--- config.mk ---
export PLATFORM = sky130hd
export DESIGN_NAME = simon32_iter_ctrl
export DESIGN_NICKNAME = d
export VERILOG_FILES = /design/src/rtl/simon32_iter_ctrl.sv
export SDC_FILE = /design/constraint.sdc
export NUM_CORES = 1
export LEC_CHECK = 0
export ABC_AREA = 1
export BUFFER_PORTS_ARGS = -buffer_cell sky130_fd_sc_hd__buf_2
export CAP_MARGIN = 25
export CORE_MARGIN = 2
export CORE_UTILIZATION = 52
export CTS_BUF_LIST = sky130_fd_sc_hd__clkbuf_2 sky130_fd_sc_hd__clkbuf_4 sky130_fd_sc_hd__clkbuf_8
export DETAILED_ROUTE_END_ITERATION = 8
export PLACE_DENSITY_LB_ADDON = 0.3
export SLEW_MARGIN = 30
export SYNTH_ARGS = -nofsm -noshare
export SYNTH_HDL_FRONTEND = slang
export SYNTH_SLANG_ARGS = --single-unit
--- constraint.sdc ---
create_clock -name clk -period 1.5 [get_ports clk]
set_clock_uncertainty 0.05 [all_clocks]
set_input_delay 0.15 -clock clk [delete_from_list [all_inputs] [get_ports clk]]
set_output_delay 0.15 -clock clk [all_outputs]
set_load 0.01 [all_outputs]
--- src/rtl/simon32_iter_ctrl.sv ---
// Iterative Simon 32/64 encryptor: one round per clock through a single round
// block, with the 64-bit key schedule expanded on the fly in a 4-word window.

module sigle_block (
  input  logic [15:0] in_low,
  input  logic [15:0] in_high,
  input  logic [15:0] in_key,
  output logic [15:0] out_low,
  output logic [15:0] out_high
);
  logic [15:0] f;

  always_comb begin
    f        = ({in_low[14:0], in_low[15]} & {in_low[7:0], in_low[15:8]})
             ^ {in_low[13:0], in_low[15:14]};
    out_low  = in_high ^ f ^ in_key;
    out_high = in_low;
  end
endmodule

module simon32_iter_ctrl #(
  parameter int unsigned NUM_ROUNDS = 32
) (
  input  logic        clk,
  input  logic        rst_n,
  input  logic        in_valid,
  output logic        in_ready,
  input  logic [31:0] in_pt,
  input  logic [63:0] in_key,
  output logic        out_valid,
  input  logic        out_ready,
  output logic [31:0] out_ct,
  output logic        busy
);
  typedef enum logic [1:0] {IDLE, RUN, DONE} state_t;

  // z0 stored MSB-first: round r uses bit (31 - r).
  localparam logic [31:0] Z0   = 32'b1111_1010_0010_0101_0110_0001_1100_1101;
  localparam logic [4:0]  LAST = 5'(NUM_ROUNDS - 1);

  state_t      state, state_next;
  logic [15:0] x, y;
  logic [15:0] w0, w1, w2, w3;
  logic [4:0]  rcnt;
  logic [31:0] ct_q;

  logic [15:0] rnd_low, rnd_high;
  logic [15:0] tmp, knew;
  logic        last_round;

  sigle_block u_round (
    .in_low  (x),
    .in_high (y),
    .in_key  (w0),
    .out_low (rnd_low),
    .out_high(rnd_high)
  );

  always_comb begin
    tmp  = {w3[2:0], w3[15:3]} ^ w1;
    knew = w0 ^ tmp ^ {tmp[0], tmp[15:1]} ^ 16'hFFFC ^ {15'b0, Z0[5'd31 - rcnt]};
  end

  assign last_round = (rcnt == LAST);

  always_comb begin
    state_next = state;
    in_ready   = 1'b0;
    out_valid  = 1'b0;
    busy       = 1'b0;
    out_ct     = ct_q;
    unique case (state)
      IDLE: begin
        in_ready = rst_n;
        if (in_valid && rst_n) state_next = RUN;
      end
      RUN: begin
        busy = 1'b1;
        if (last_round) state_next = DONE;
      end
      DONE: begin
        out_valid = 1'b1;
        if (out_ready) state_next = IDLE;
      end
      default: state_next = IDLE;
    endcase
  end

  always_ff @(posedge clk or negedge rst_n) begin
    if (!rst_n) begin
      state <= IDLE;
    end else begin
      state <= state_next;
    end
  end

  always_ff @(posedge clk or negedge rst_n) begin
    if (!rst_n) begin
      x    <= '0;
      y    <= '0;
      w0   <= '0;
      w1   <= '0;
      w2   <= '0;
      w3   <= '0;
      rcnt <= '0;
      ct_q <= '0;
    end else begin
      unique case (state)
        IDLE: begin
          if (in_valid) begin
            x    <= in_pt[31:16];
            y    <= in_pt[15:0];
            {w3, w2, w1, w0} <= in_key;
            rcnt <= '0;
          end
        end
        RUN: begin
          x    <= rnd_low;
          y    <= rnd_high;
          {w3, w2, w1, w0} <= {knew, w3, w2, w1};
          rcnt <= rcnt + 5'd1;
          // Capture the result separately so out_ct stays put outside DONE.
          if (last_round) ct_q <= {rnd_low, rnd_high};
        end
        default: ;
      endcase
    end
  end
endmodule

# [After elaboration in Yosys (flattened, before gate mapping)]
# Memory sizes are Yosys's and may differ from the RTL's.
# Cells that the tools add are included.
[op_classes] n_addsub=2 n_lt_le_gt_ge=1 n_eq_ne=7 mux=22 n_bitwise=9 reduce_logical=6
[op_table] cell="case mux 16 bit (2 select lines)" n=6
[op_table] cell="2-to-1 mux 16 bit" n=6
[op_table] cell="bitwise XOR 16 bit" n=6
[op_table] cell="bitwise AND 16 bit" n=1
[op_table] cell="bitwise XOR 16 x 1 -> 16 bit" n=1
[op_table] cell="NOT 14 bit" n=1
[op_table] cell="case mux 5 bit (2 select lines)" n=1
[op_table] cell="inequality test 2 bit (second input constant)" n=4
[op_table] cell="less-than comparator 5 x 6 -> 1 bit (second input constant)" n=1
[op_table] cell="2-to-1 mux 2 bit" n=3
[op_table] cell="case mux 2 bit (3 select lines)" n=1
[op_table] cell="adder 5 x 1 -> 5 bit (second input constant)" n=1
[op_table] cell="equality test 5 bit (second input constant)" n=1
[op_table] cell="2-to-1 mux 5 bit" n=1
[op_table] cell="subtractor 5 bit (first input constant)" n=1
[op_table] cell="2-to-1 mux 1 bit" n=4
[op_table] cell="AND reduction 2 bit" n=2
[op_table] cell="AND reduction 3 bit" n=1
[op_table] cell="equality test 2 x 1 -> 1 bit (second input constant)" n=1
[op_table] cell="equality test 2 bit (second input constant)" n=1
[op_table] cell="logical NOT 2 bit" n=1
[op_table] cell="nonzero test 2 bit" n=1
[op_table] cell="logical AND 1 bit" n=1
[totals] ff_bits=135 mem_bits_ro=32 input_bits=100 output_inout_bits=35 elab_cells=57 memories=1
[memory_table] name="(name not given)" depth=32 width=1 rd=1 rd_ports_with_merged_regs=0 wr=0 line_no="61" text="knew = w0 ^ tmp ^ {tmp[0], tmp[15:1]} ^ 16'hFFFC ^ {15'b0, Z0[5'd31 - rcnt]};"

# [Logic depth before layout (Yosys ltp)]
[depth] ltp_word=6 mapped_depth=12 depth_no_buf=12

# [Hierarchy]
# Synthesis repeated with hierarchy kept, for this count alone.
[hier_totals] hier_cells=1098 hier_area_um2=7963.9
[by_module_without_submodules] mod="simon32_iter_ctrl" instances=1 cells_per_inst=826 area_each_um2=6842.8 seq_area_each_um2=3378.2
[by_module_without_submodules] mod="sigle_block" instances=1 cells_per_inst=272 area_each_um2=1121.1 seq_area_each_um2=0.0

# [Worst setup path after synthesis]
# OpenSTA, ideal clock, no wires.
[synth_path] path_kind="register to register" start="reg rcnt[0]" end="reg w3[0]" setup_ns=0.116 arrival_time_ns=1.292 required_time_ns=1.334 setup_slack_ns=0.041 path_stages_with_launch=13 path_cell_list="dfrtp_1 > inv_1 > ha_1 > inv_1 > nand2_1 > nand3_1 > nand2_1 > nand2_1 > nand2_1 > nand2_1 > nand3_1 > nand2_1 > nand2_1"
[synth_between] elab_chain_cells=5
[synth_lines] item="start, declared" line_no="44" text="logic [4:0] rcnt;"
[synth_lines] item="start signal, assigned" line_no="121" text="rcnt <= rcnt + 5'd1;"
[synth_lines] item="subtractor 5 bit" line_no="61"
[synth_lines] item="memory read (32 x 1 bit)"
[synth_lines] item="2-to-1 mux 1 bit (not written as such)" line_no="61"
[synth_lines] item="bitwise XOR 16 x 1 -> 16 bit" line_no="61"
[synth_lines] item="case mux 16 bit (2 select lines)" line_no="108" text="unique case (state)"
[synth_lines] item="end signal, assigned" line_no="113" text="{w3, w2, w1, w0} <= in_key;"
[synth_lines] item="end signal, assigned" line_no="120" text="{w3, w2, w1, w0} <= {knew, w3, w2, w1};"
[synth_lines] item="end, declared" line_no="43" text="logic [15:0] w0, w1, w2, w3;"
# No other way between the ends. The select of a mux whose other input is x is not followed.
# A chain may end at the register's enable or synchronous reset.

# [Worst setup path in the final report]
[layout_path] start="reg state[1]" end="reg y[7]"
[layout_between] elab_chain_cells=3 word_cells_on_any_way=6 classes_between="2 x eq/ne; 1 x mux; 3 x reduce/logical"
[layout_lines] item="start, declared" line_no="41" text="state_t state, state_next;"
[layout_lines] item="start signal, assigned" line_no="93" text="state <= state_next;"
[layout_lines] item="equality test 2 x 1 -> 1 bit / logical NOT 2 bit (equally long branches)" line_no="108"
[layout_lines] item="nonzero test 2 bit (no source line) / inequality test 2 bit (equally long branches)"
[layout_lines] item="AND reduction 2 bit (no source line)"
[layout_lines] item="end signal, assigned" line_no="112" text="y <= in_pt[15:0];"
[layout_lines] item="end signal, assigned" line_no="119" text="y <= rnd_high;"
[layout_lines] item="end, declared" line_no="42" text="logic [15:0] x, y;"
# Parallel ways exist; a longest one is shown, timed or not.

==> impl_results.md <==
* Iteration-0 DRC Markers at around 990
* Clk sinks at roughly 140
* YS warnings at 0
* CTS Root Cell: clkbuf_8
* Post-synthesis cell area at about 7400 um^2
* EDFF count, synth at 0
* Final worst slack at -0.162 ns
* Grt peak-use layer: met2
* M2 GR Usage at 0.487
* Most frequent cells in the layout: nand2_1 (198), buf_2 (133), dfrtp_1 (133)
* Synth-to-Final Area Change at 42.8%
* Failing checks: setup timing
* Worst hold path class: primary input to flip-flop
* Most frequent standard cell in the layout excluding fill and tap cells: nand2_1
* IO buf count at about 130
* IO Count at 135
* Yosys reg bits at 135
* Fin area at around 11000 um^2
* Largest net degree at the start of global routing at 68
* Post-Synth Adder-Cell Area at 0.00844
* Post-Route WL at ~25000 um
* CTS tree: built
* Final Max Tran Viols at 0
* Cells after synthesis at just over 900
* Number of CTS-inserted buffers at 17
* Placed Area at ~8400 um^2
* Net count after synthesis at just over 1000
* NumNets Final at 1290
* Max cap viols at 0
* Worst-margin pin slew at roughly 0.54 ns
* Leak Pwr at about 5.4 nW
* Asr flop ratio synth at 1.00
* Initial Util at 0.534
* Sequential Power Share at 0.287
* Switch Pwr at roughly 0.011 W
* Final setup viols at around 130
* Multi-input gate area at approximately 3700 um^2
* Clock Pin Slew Worst Setup and Hold Paths at roughly 0.080 ns
* Hpwl dp at ~14000 um
* Final Hold Slack at between 0.009 and 0.01 ns
* Pre-CTS WS at -0.0180 ns
* Initial antenna violation count at 1
* Hold Fails Final Rpt at 0
* Combinational family with the most area after synthesis: simple AND/OR/NAND/NOR gates
* Setup crit end kind: flip-flop
* Worst slew margin at 0.641
* Register area share after synthesis at 0.456
* Overall routing resource usage at 0.304
* Remaining Overflow, GRT at 0
* Clock Latency Late Sink at between 0.4 and 0.5 ns
* DIE HEIGHT at 123 um
* Vias in the first global route at between 7000 and 8000
* Max Fclk at approximately 600 MHz
* Total number of vias at 7817
* Compound-Gate Fraction of Synth Area at 0.170
* Clock Power Share at 0.141
* Combinational share of power at 0.572
* Die width at around 120 um
* Post-synth top area cell: dfrtp_1
* Top-area cell type share of the netlist area at 0.456
* Synth top area cells: dfrtp_1 (46%), nand2_1 (11%), o21ai_0 (6.6%)
* Core area at 13900 um^2
* Routing usage on met1 at 0.399
* Clock buffer depth at 2
* Global placement routability congestion at 0.866
* H-tree depth at 4
* Worst Path Class, Setup: flip-flop to flip-flop
* DRC Markers at 0
* Global-route wire length before repair at 35300 um
* Setup TNS at -7.38 ns
* Run status: complete, but fails checks
* Syn_area_per_cell at 7.98 um^2
* Tcrit/Tclk final at 1.11
* # fillers at 900
* Die area at around 15000 um^2
* Sequential Area at approximately 3400 um^2
* Tmin final at ~1.7 ns
* Yosys cell types at 28
* Pint at ~0.013 W
* Switching portion of total power at 0.477
* Mux contribution to synthesized area at 0.0324
* Layout cells sized above 1 at 0.272
* WP data required at approximately 1.8 ns
* RSZ-0062 raised after global routing: true
* XOR/XNOR share of the synthesized area at 0.0591
* CP max FO at 14
* Ys flop type: dfrtp_1
* WP data arrival at about 2 ns
* WL/cell at approximately 18 um
* Vias per cell at 5.67
* Pre-antenna DRT Iters at 6
* Antenna-violating nets left at 0
* Met3 usage in global routing at 0.0526
* Startpoint Class: flip-flop
* Core Rows at 43
* Synth Area in Simple Gates at 0.187
* Fin util at 0.762
* Pwr/cell area at around 2300 nW/um^2
* Peak supply drop at between 1000 and 1500 uV
-- sequential cells by signal, indices dropped and copies added (netlist names) --
signal  flops
w3         16
state       2
y          16
w0         16
w2         16
w1         16
x          16
out_ct     32
rcnt        5
-- cell families after synthesis --
logic type	after synthesis
flops	135
fa+ha+maj	5
simple gates	347
buf+inv	157
xor+xnor	50
mux	16
compound gates	218
-- layer usage --
layer	up-vias	routed length (um)
li1	3540	-
met1	3657	9800
met2	511	12200
met3	109	2300
met4	0	1220
met5	-	0
-- power by group through the flow --
stage / combinational, W / sequential (W) / clock, W
floorplan: 0.00825 / 0.00644 / 0
detailed placement: 0.0114 / 0.00671 / 0
CTS: 0.0119 / 0.00666 / 0.00334
global route: 0.0150 / 0.00699 / 0.00354
global placement: 0.0111 / 0.00667 / 0
finish: 0.0137 / 0.00687 / 0.00336
-- path summary, 6_finish.rpt --
| kind | slack (ns) | to | start | depth (start not counted) |
|---|---|---|---|---|
| worst max register to register | -0.16 | y[7] | state[1] | 8 |
| worst max-delay path | -0.16 | y[7] | state[1] | 8 |
| max in group asynchronous | 0.74 | w3[6] | rst_n | 3 |
| worst min register to register | 0.44 | w2[11] | w2[11] | 2 |
| worst min-delay path | 0.01 | y[2] | in_pt[2] | 3 |
| min in group asynchronous | 0.08 | w2[15] | rst_n | 2 |
-- critical path: stages, from the launching register on --
cell,delay [ns]
dfrtp_1,0.39
inv_2,0.08
buf_4,0.11
o21ai_4,0.07
buf_12,0.16
inv_6,0.14
buf_12,0.19
nor2_1,0.07
a211oi_1,0.28
-- Yosys cell counts, types with 3 or more instances --
cell type	number
buf_1	4
inv_1	109
inv_2	3
o22ai_1	31
o31ai_1	17
a21oi_1	21
nand3_1	42
buf_2	12
o21bai_1	16
ha_1	5
o21ai_0	98
buf_6	4
nor3_1	16
a211oi_1	15
nand2_1	218
o21ai_1	17
mux2_4	16
xor2_1	50
clkbuf_1	23
nor2_1	67
dfrtp_1	135
-- repair_timing --
action,4_1_cts,5_1_grt
endpoints found under the setup margin,21,126
pin swaps,3,15
buffers inserted,8,7
hold buffers,87,0
resized for setup,30,144
hold endpoints to repair,221,0
cloned,1,11
-- final cells by class --
cell class / instances / share of cell area
Multi-Input combinational cell: 636 / 0.351
Sequential cell: 135 / 0.320
Timing Repair Buffer: 283 / 0.227
Inverter: 112 / 0.0402
Clock buffer: 21 / 0.0267
Tap cell: 180 / 0.0213
Clock inverter: 11 / 0.0138
Antenna cell: 1 / 0.000237
-- metrics by stage --
stage | total power, W | std cells
finish | 0.0239 | 1379
global route | 0.0255 | 1379
CTS | 0.0219 | 1360
detailed placement | 0.0181 | 1232
global placement | 0.0178 | 1232
floorplan | 0.0147 | 928
No activity file was read; power rests on OpenSTA's default activity.
